## config.mk

```make
export PLATFORM = sky130hd
export DESIGN_NAME = arb_encoder_4
export DESIGN_NICKNAME = d
export VERILOG_FILES = /design/src/rtl/arb_encoder_4.sv
export SDC_FILE = /design/constraint.sdc
export NUM_CORES = 1
export LEC_CHECK = 0
export CAP_MARGIN = 20
export CORE_AREA = 8 8 45 47
export DETAILED_ROUTE_END_ITERATION = 10
export DIE_AREA = 0 0 53 55
export PLACE_DENSITY = 0.7
export SETUP_SLACK_MARGIN = 0.1
export SKIP_LAST_GASP = 1
export SYNTH_ARGS = -nofsm -noshare
export SYNTH_HDL_FRONTEND = slang
export SYNTH_SLANG_ARGS = --single-unit
```

## constraint.sdc

```tcl
create_clock -name clk -period 2.5 [get_ports clk]
set_clock_uncertainty 0.05 [all_clocks]
set_input_delay 0.375 -clock clk [delete_from_list [all_inputs] [get_ports clk]]
set_output_delay 0.375 -clock clk [all_outputs]
set_load 0.01 [all_outputs]
```

## src/rtl/arb_encoder_4.sv

```systemverilog
// Four-source request arbiter with registered index/one-hot grant.
// Round-robin (RR=1) or fixed lowest-index-first priority (RR=0).
module arb_encoder_4 #(
  parameter bit RR = 1'b1
) (
  input  logic       clk,
  input  logic       rst,
  input  logic [3:0] req,
  input  logic       en,
  input  logic       ack,
  output logic       grant_valid,
  output logic [1:0] grant_idx,
  output logic [3:0] grant_onehot,
  output logic       busy
);

  // Handshake: a grant is offered while grant_valid=1 and is retired on the
  // first edge where ack=1; ack is ignored whenever grant_valid=0.

  typedef enum logic {
    IDLE  = 1'b0,
    GRANT = 1'b1
  } state_t;

  state_t     state_q, state_d;
  logic [1:0] ptr_q, ptr_d;
  logic [1:0] idx_q, idx_d;
  logic [3:0] onehot_q, onehot_d;
  logic [1:0] start;
  logic [1:0] cand;
  logic [1:0] sel;

  // Search from start upward (mod 4); iterating downward lets the nearest hit win.
  always_comb begin
    start = RR ? ptr_q : 2'd0;
    sel   = start;
    cand  = start;
    for (int k = 3; k >= 0; k--) begin
      cand = start + 2'(k);
      if (req[cand]) sel = cand;
    end
  end

  always_comb begin
    state_d  = state_q;
    ptr_d    = ptr_q;
    idx_d    = idx_q;
    onehot_d = onehot_q;
    case (state_q)
      IDLE: begin
        if (en && (req != 4'b0000)) begin
          state_d  = GRANT;
          idx_d    = sel;
          onehot_d = 4'b0001 << sel;
        end
      end
      GRANT: begin
        if (ack) begin
          state_d  = IDLE;
          onehot_d = 4'b0000;
          ptr_d    = idx_q + 2'd1;
        end
      end
      default: begin
        state_d  = IDLE;
        onehot_d = 4'b0000;
      end
    endcase
  end

  always_ff @(posedge clk) begin
    if (rst) begin
      state_q  <= IDLE;
      ptr_q    <= 2'd0;
      idx_q    <= 2'd0;
      onehot_q <= 4'b0000;
    end else begin
      state_q  <= state_d;
      ptr_q    <= ptr_d;
      idx_q    <= idx_d;
      onehot_q <= onehot_d;
    end
  end

  assign grant_valid  = (state_q == GRANT);
  assign busy         = (state_q == GRANT);
  assign grant_idx    = idx_q;
  assign grant_onehot = onehot_q;

endmodule

```

-- Word-level counts from Yosys, hierarchy flattened
Index checks and enable logic that the tools add are counted.
- word-level logic and storage cells: 39
- bits of input ports: 8
- register bits: 9
- output and inout port bits: 8
- add/subtract/negate cells: 4
- bitwise gates (word level): 1
- equal/unequal tests: 2
- shift-type cells: 1
- multiplexer cells: 18
- reduce and logical (&&, ||, !) cells: 5
- $lt $le $gt $ge: 4
- operators with widths (kind ; count):
    less-than comparator 2 x 3 -> 1 bit (second input constant) ; 4
    binary-select mux 1 bit (select 2 bit) ; 4
    two-way mux 2 bit ; 4
    two-way mux 4 bit ; 2
    one-hot mux 4 bit (2 select lines) ; 1
    two-way mux 1 bit ; 6
    AND reduction 2 bit ; 3
    adder 2 x 1 -> 2 bit (second input constant) ; 2
    adder 2 bit (second input constant) ; 2
    != test 2 bit (second input constant) ; 2
    nonzero test 4 bit ; 1
    left shift 1 x 2 -> 4 bit (first input constant) ; 1
    one-hot mux 1 bit (2 select lines) ; 1
    logical AND 1 bit ; 1
    inverter 1 bit ; 1

-- Depth between registers and ports, before layout
Gate-level depths: netlist of run 1.
- depth after elaboration: 10
- gate-level depth with buffers: 6
- gate-level depth less buffers: 5

-- Least setup slack after synthesis of run 1
OpenSTA, ideal clock, no wires.
- path type: input-to-reg
- start point: input port req[2]
- end point: register onehot_q[1], in the netlist grant_onehot[1]
- data arrival time: 1.359 ns
- library setup time: 0.067 ns
- stages on the path: 5
- path slack: 1.024 ns
- data required time: 2.383 ns
- buffers on the path: 0
- cells stage by stage: nor2b_1 -> nor3b_2 -> a2bb2oi_2 -> or3b_1 -> a21oi_2
- word-level cells in the longest chain between the ends: 9
- elaborated cells on any way between the ends: 19
- those cells by class: 1 x eq/ne; 1 x shift; 14 x mux; 3 x reduce/logical
- ends and longest elaborated chain (element ; line ; source):
    start, declared ; 8 ; input logic [3:0] req,
    binary-select mux 1 bit (select 2 bit) ; 40 ; if (req[cand]) sel = cand;
    two-way mux 1 bit (not written as such) ; 40 ;
    two-way mux 2 bit (4 in series) ; 40 ;
    left shift 1 x 2 -> 4 bit ; 54 ; onehot_d = 4'b0001 << sel;
    two-way mux 4 bit ; 51 ; if (en && (req != 4'b0000)) begin
    one-hot mux 4 bit (2 select lines) ; 49 ; case (state_q)
    end signal, assigned ; 81 ; onehot_q <= onehot_d;
    end, declared ; 28 ; logic [3:0] onehot_q, onehot_d;
Parallel ways exist; a longest one is shown, timed or not. The select of a mux whose other input is x is not followed.
A chain may end at the register's enable or synchronous reset.

-- Worst setup path in the final report of run 1
Ends and elaborated chain as after synthesis.

==> results of run 1 <==
==> cells in the mapped netlist <==
| library cell | count | area, sq um |
|---|---|---|
| nand3_1 | 4 | 20.0 |
| o31ai_4 | 1 | 21.3 |
| nor2b_1 | 3 | 18.8 |
| o21ai_1 | 1 | 5.00 |
| buf_1 | 1 | 3.75 |
| or3_1 | 2 | 12.5 |
| buf_2 | 1 | 5.00 |
| nand3b_1 | 2 | 15.0 |
| mux2i_1 | 2 | 20.0 |
| xnor2_1 | 1 | 8.76 |
| o21ai_2 | 1 | 8.76 |
| nor3b_2 | 1 | 12.5 |
| a2bb2oi_2 | 1 | 15.0 |
| dfxtp_1 | 9 | 180 |
| nand2_1 | 4 | 15.0 |
| a21oi_1 | 6 | 30.0 |
| buf_4 | 1 | 7.51 |
| nor3_2 | 1 | 10.0 |
| nor2b_2 | 1 | 8.76 |
| nor2_1 | 8 | 30.0 |
| nand2b_1 | 1 | 6.26 |
| a21oi_2 | 1 | 8.76 |
| or3b_1 | 2 | 17.5 |
==> critical path, delay by kind of cell <==
kind	cells	cell delay (ns)
compound gates	2	0.35
buf+inv	1	0.47
simple gates	3	0.76
==> layout by cell type, fill, tap and decap left out, drive strengths merged <==
cell	Yosys	routed
nor2b	4	4
nand3b	2	2
nand2b	1	1
clkdlybuf4s50	0	15
a21oi	7	7
or3b	2	2
nand2	4	4
dfxtp	9	9
nand3	4	4
xnor2	1	1
nor2	8	8
o21ai	2	2
nor3	1	1
or3	2	2
mux2i	2	2
nor3b	1	1
o31ai	1	1
buf	3	1
a2bb2oi	1	1
clkbuf	0	4
==> worst max-delay path by stage <==
| stage | to | start | depth (start not counted) | slack, ns |
|---|---|---|---|---|
| 6_report | grant_onehot[1] | req[2] | 6 | 0.68 |
| 5_1_grt | grant_onehot[0] | req[3] | 6 | 0.61 |
| 4_1_cts | grant_onehot[1] | req[2] | 6 | 0.70 |
| 3_5_place_dp | grant_onehot[1] | req[2] | 6 | 0.43 |
| 3_3_place_gp | grant_onehot[1] | req[3] | 6 | 0.46 |
| 2_1_floorplan | grant_onehot[1] | req[2] | 5 | 1.02 |
==> layer usage <==
| layer | global-route usage [%] | part of all wire (%) | vias to the layer above |
|---|---|---|---|
| li1 | - | - | 226 |
| met1 | 11.1 | 45 | 211 |
| met2 | 14.1 | 45 | 12 |
| met3 | 3.21 | 7.2 | 4 |
| met4 | 6.47 | 1.9 | 0 |
| met5 | 0 | 0 | - |
==> sequential cells by signal (all words and copies together) (netlist names) <==
signal	flops
grant_onehot	4
grant_idx	2
ptr_q	2
busy	1
==> stage by stage <==
| stage | total power [mW] | setup slack [ns] | instances | hold WS [ns] |
|---|---|---|---|---|
| 6_report | 0.341 | 0.678 | 88 | 0.414 |
| 2_1_floorplan | 0.200 | 1.02 | 55 | 0.442 |
| 5_1_grt | 0.361 | 0.605 | 88 | 0.453 |
| 3_3_place_gp | 0.233 | 0.465 | 84 | 0.408 |
| 3_5_place_dp | 0.234 | 0.433 | 84 | 0.410 |
| 4_1_cts | 0.345 | 0.698 | 88 | 0.419 |
==> layout make-up <==
| class | count | area (sq um) |
|---|---|---|
| Tap cell | 16 | 20.0 |
| Sequential cell | 9 | 180 |
| Fill cell | 141 | 716 |
| Multi-Input combinational cell | 43 | 284 |
| Clock buffer | 4 | 26.3 |
| Timing Repair Buffer | 16 | 158 |
==> logic make-up (layout without fill, tap and decap cells) <==
| group | Yosys count | in the layout | synth area share (%) |
|---|---|---|---|
| xor gates and xnor gates | 1 | 1 | 1.82 |
| muxes | 2 | 2 | 4.17 |
| and+or+nand+nor | 29 | 29 | 34.6 |
| AOI/OAI and AO/OA | 11 | 11 | 18.5 |
| buffers and inverters | 3 | 20 | 3.38 |
| DFF | 9 | 9 | 37.5 |
==> power groups by stage <==
stage | clock [mW] | sequential (mW) | combinational (mW)
after floorplan | 0 | 0.162 | 0.0385
after detailed placement | 0 | 0.160 | 0.0742
final | 0.111 | 0.156 | 0.0738
after global placement | 0 | 0.160 | 0.0732
after global routing | 0.120 | 0.158 | 0.0823
after CTS | 0.114 | 0.156 | 0.0746
==> results.cfg, run 1 <==
[run_status]
status = complete, no violations

[sta]
final_hold_viol_count = 0
setup_tns_ns = 0
fin_crit_sh_pct = 72.9
rsz0062_at_grt = false
worst_pin_slew_ns = 0.341
min_period_ns = 1.82
fmax_mhz = 549
slew_violations = 0
slew_headroom_pct = 77.2
setup_viol = 0

[clock_network]
cts_tree = built
post_cts_buffers = 0
clk_pin_slew_ns = 0.06
clk_latency_ns = 0.26
clockBufferDepth = 2
clock_sinks = 9
clock-root-buffer = clkbuf_4
ctsHtreeMaxLevel = 1
cts_hold_buf = 0
cts_inserted_buffers = 3
cts_resized = 0

[setup_path]
start_kind = primary input
endpoint_kind = register
slowest_delay_ns = 0.47
arrival_ns = 1.96
r2r_cells = 5
ff2ff_setup_slack_ns = 0.96
crit_chain = clkdlybuf4s50_1 > nor2b_1 > nor3b_2 > a2bb2oi_2 > or3b_1 > a21oi_2
worst-setup-path-type = in -> reg
cp_max_fo = 5
critical_path.slowest_cell = clkdlybuf4s50_1
r2r-start = ptr_q[1]
r2r_end = grant_onehot[1]
crit_required_ns = 2.64

[pwr]
ir_drop_uv = 220
cellPowerDensity_nw_per_um2 = 511
leakagePower_nw = 0.236
intPower_mw = 0.252
clkPwrFrac_pct = 32.5
power.switching_mw = 0.0890
switching_share_pct = 26.1
combPwrFrac_pct = 21.6
power.share.sequential_pct = 45.8

[floorplanning]
die_w_um = 53
row_count = 14
ios = 16
core-area_sq_um = 1380
initial_core_util_pct = 34.7
die_y_um = 55
die_area_sq_um = 2920

[placed_design]
dp_hpwl_um = 836
gp_congestion = 0.797
place_area_sq_um = 642
portBuffers = 15

[grt]
antenna_found_initial = 0
grt_overflow = 0
grt_pass1_wl_mm = 2.06
grt_pass1_vias = 480
grt_usage_pct = 9.40
grt_max_degree = 10

[synthesis]
synth_seq_cells = 9
ys_seq_area_share_pct = 37.5
syn_area_sq_um = 480
synthCells = 55
synth_warnings = 0
syn_avg_cell_area_sq_um = 8.74
synthDistinctLibCells = 23
synth_nets = 63

[finish]
nNetsFinal = 81
synthToLayoutAreaGrowth_pct = 39.1
antenna_cells = 0
drive_gt1_share_pct = 15.3
design_area_sq_um = 668
utilization_pct = 48.3

[detailed_routing]
drt_iter0_markers = 8
vias = 453
ant_nets = 0
drt-vias-per-instance = 5.15
detail_route.wl_per_cell_um = 12.2
wl_mm = 1.07
drc_errors = 0
drt_pre_antenna_iters = 3

[worst_hold_path]
holdPathStages = 2
min_to = grant_onehot[2]
min_from = grant_onehot[2]
hold_path_class = reg -> reg

[job]
cap_viol_max_count = 0
No activity file was read; power rests on OpenSTA's default activity.
==> run 2: changes to the inputs <==
==> constraint.sdc (replaced) <==
create_clock -name clk -period 1.9 [get_ports clk]
set_clock_uncertainty 0.05 [all_clocks]
set_input_delay 0.285 -clock clk [delete_from_list [all_inputs] [get_ports clk]]
set_output_delay 0.285 -clock clk [all_outputs]
set_load 0.01 [all_outputs]
==> run 2 against run 1 <==
Compared with the run above: setup slack got worse by 0.44 ns; largest power group unchanged; via count increased by 0.88%; sequential share of layout area decreased by 1.7 points; largest cell class unchanged; worst hold slack improved by 0.0060 ns; count of clock-buffer cells in the layout unchanged; flip-flop and latch count unchanged; sequential power increased by 32%; highest routed layer unchanged; power increased by 36%; cell area increased by 6.7%.
==> results.cfg, run 2 (synthesis results as in run 1) <==
[run_status]
status = complete, no violations

[floorplanning]
die_y_um = 55
ios = 16
initial_core_util_pct = 34.7
die_area_sq_um = 2920
die_w_um = 53
core-area_sq_um = 1380
row_count = 14

[finish]
synthToLayoutAreaGrowth_pct = 48.4
nNetsFinal = 87
largest_reg_flops = 4
design_area_sq_um = 713
final_common_cell = clkdlybuf4s50_1
utilization_pct = 51.5
final_cell_mix = 15 x clkdlybuf4s50_1, 9 x dfxtp_1, 8 x nor2_1, 7 x buf_4, 6 x a21oi_1
drive_gt1_share_pct = 21.8
antenna_cells = 0

[detailed_routing]
vias = 457
detail_route.wl_per_cell_um = 12.0
drt-vias-per-instance = 4.86
wl_mm = 1.12
drc_errors = 0
ant_nets = 0
drt_iter0_markers = 1
drt_pre_antenna_iters = 3

[grt]
grt_overflow = 0
grt_usage_pct = 9.40
grt_pass1_vias = 480
antenna_found_initial = 0
grt_max_degree = 10
grt_pass1_wl_mm = 2.04

[worst_hold_path]
hold_path_class = reg -> reg

[setup_path]
worst-setup-path-type = in -> reg
arrival_ns = 1.81
crit_required_ns = 2.05
endpoint_kind = register
start_kind = primary input
cp_max_fo = 4

[pwr]
leakagePower_nw = 0.265
power_mw = 0.465
ir_drop_uv = 366
cellPowerDensity_nw_per_um2 = 652

[placed_design]
dp_hpwl_um = 915
place_area_sq_um = 687
portBuffers = 15
dp_worst_setup_slack_ns = -0.0460
gp_congestion = 0.817

[clock_network]
cts_inserted_buffers = 3
clock-root-buffer = clkbuf_4
post_cts_buffers = 0
cts_hold_buf = 0
cts_tree = built
ctsHtreeMaxLevel = 1
clockBufferDepth = 2
clock_sinks = 9
cts_resized = 0
clk_latency_ns = 0.27
clk_pin_slew_ns = 0.06

[job]
cap_viol_max_count = 0

[sta]
min_period_ns = 1.66
final_hold_viol_count = 0
fin_crit_sh_pct = 87.4
worst_pin_slew_ns = 0.320
fmax_mhz = 602
setup_viol = 0
slew_headroom_pct = 78.6
setup_ws_ns = 0.240
slew_violations = 0
rsz0062_at_grt = false
setup_tns_ns = 0
[run 2: routing by layer]
metal | vias to the layer above | part of all wire (%) | GRT usage (%)
li1 | 240 | - | -
met4 | 0 | 2.4 | 7.76
met3 | 3 | 2.8 | 2.67
met2 | 13 | 48 | 14.8
met5 | - | 0 | 0
met1 | 201 | 47 | 10.4
[run 2: where the power goes]
| group | leakage, nW | switching, mW | internal (mW) |
|---|---|---|---|
| combinational | 0.177 | 0.0453 | 0.0627 |
| sequential | 0.0734 | 0.00798 | 0.198 |
| clock | 0.0150 | 0.0700 | 0.0811 |
[run 2: critical path: stages]
cell	delay [ns]
clkdlybuf4s50_1	0.46
nor2b_1	0.18
nor3b_2	0.20
a2bb2oi_2	0.20
or3b_1	0.38
a21oi_2	0.11
[run 2: worst paths after layout]
path / slack, ns / cells after the start / from / to
hold / removal: 0.42 / 2 / grant_onehot[3] / grant_onehot[3]
hold reg to reg: 0.42 / 2 / grant_onehot[3] / grant_onehot[3]
setup reg to reg: 0.36 / 5 / ptr_q[1] / grant_onehot[0]
setup / recovery: 0.24 / 6 / req[2] / grant_onehot[1]
[run 2: per-stage QoR]
| stage | instances | hold slack [ns] |
|---|---|---|
| after floorplan | 55 | 0.417 |
| after global placement | 90 | 0.409 |
| after detailed placement | 90 | 0.413 |
| after CTS | 94 | 0.422 |
| after global routing | 94 | 0.450 |
| final | 94 | 0.420 |
[run 2: area by class of cell]
cell class	instances	area, sq um
Fill cell	148	671
Multi-Input combinational cell	43	284
Timing Repair Buffer	22	203
Sequential cell	9	180
Clock buffer	4	26.3
Tap cell	16	20.0
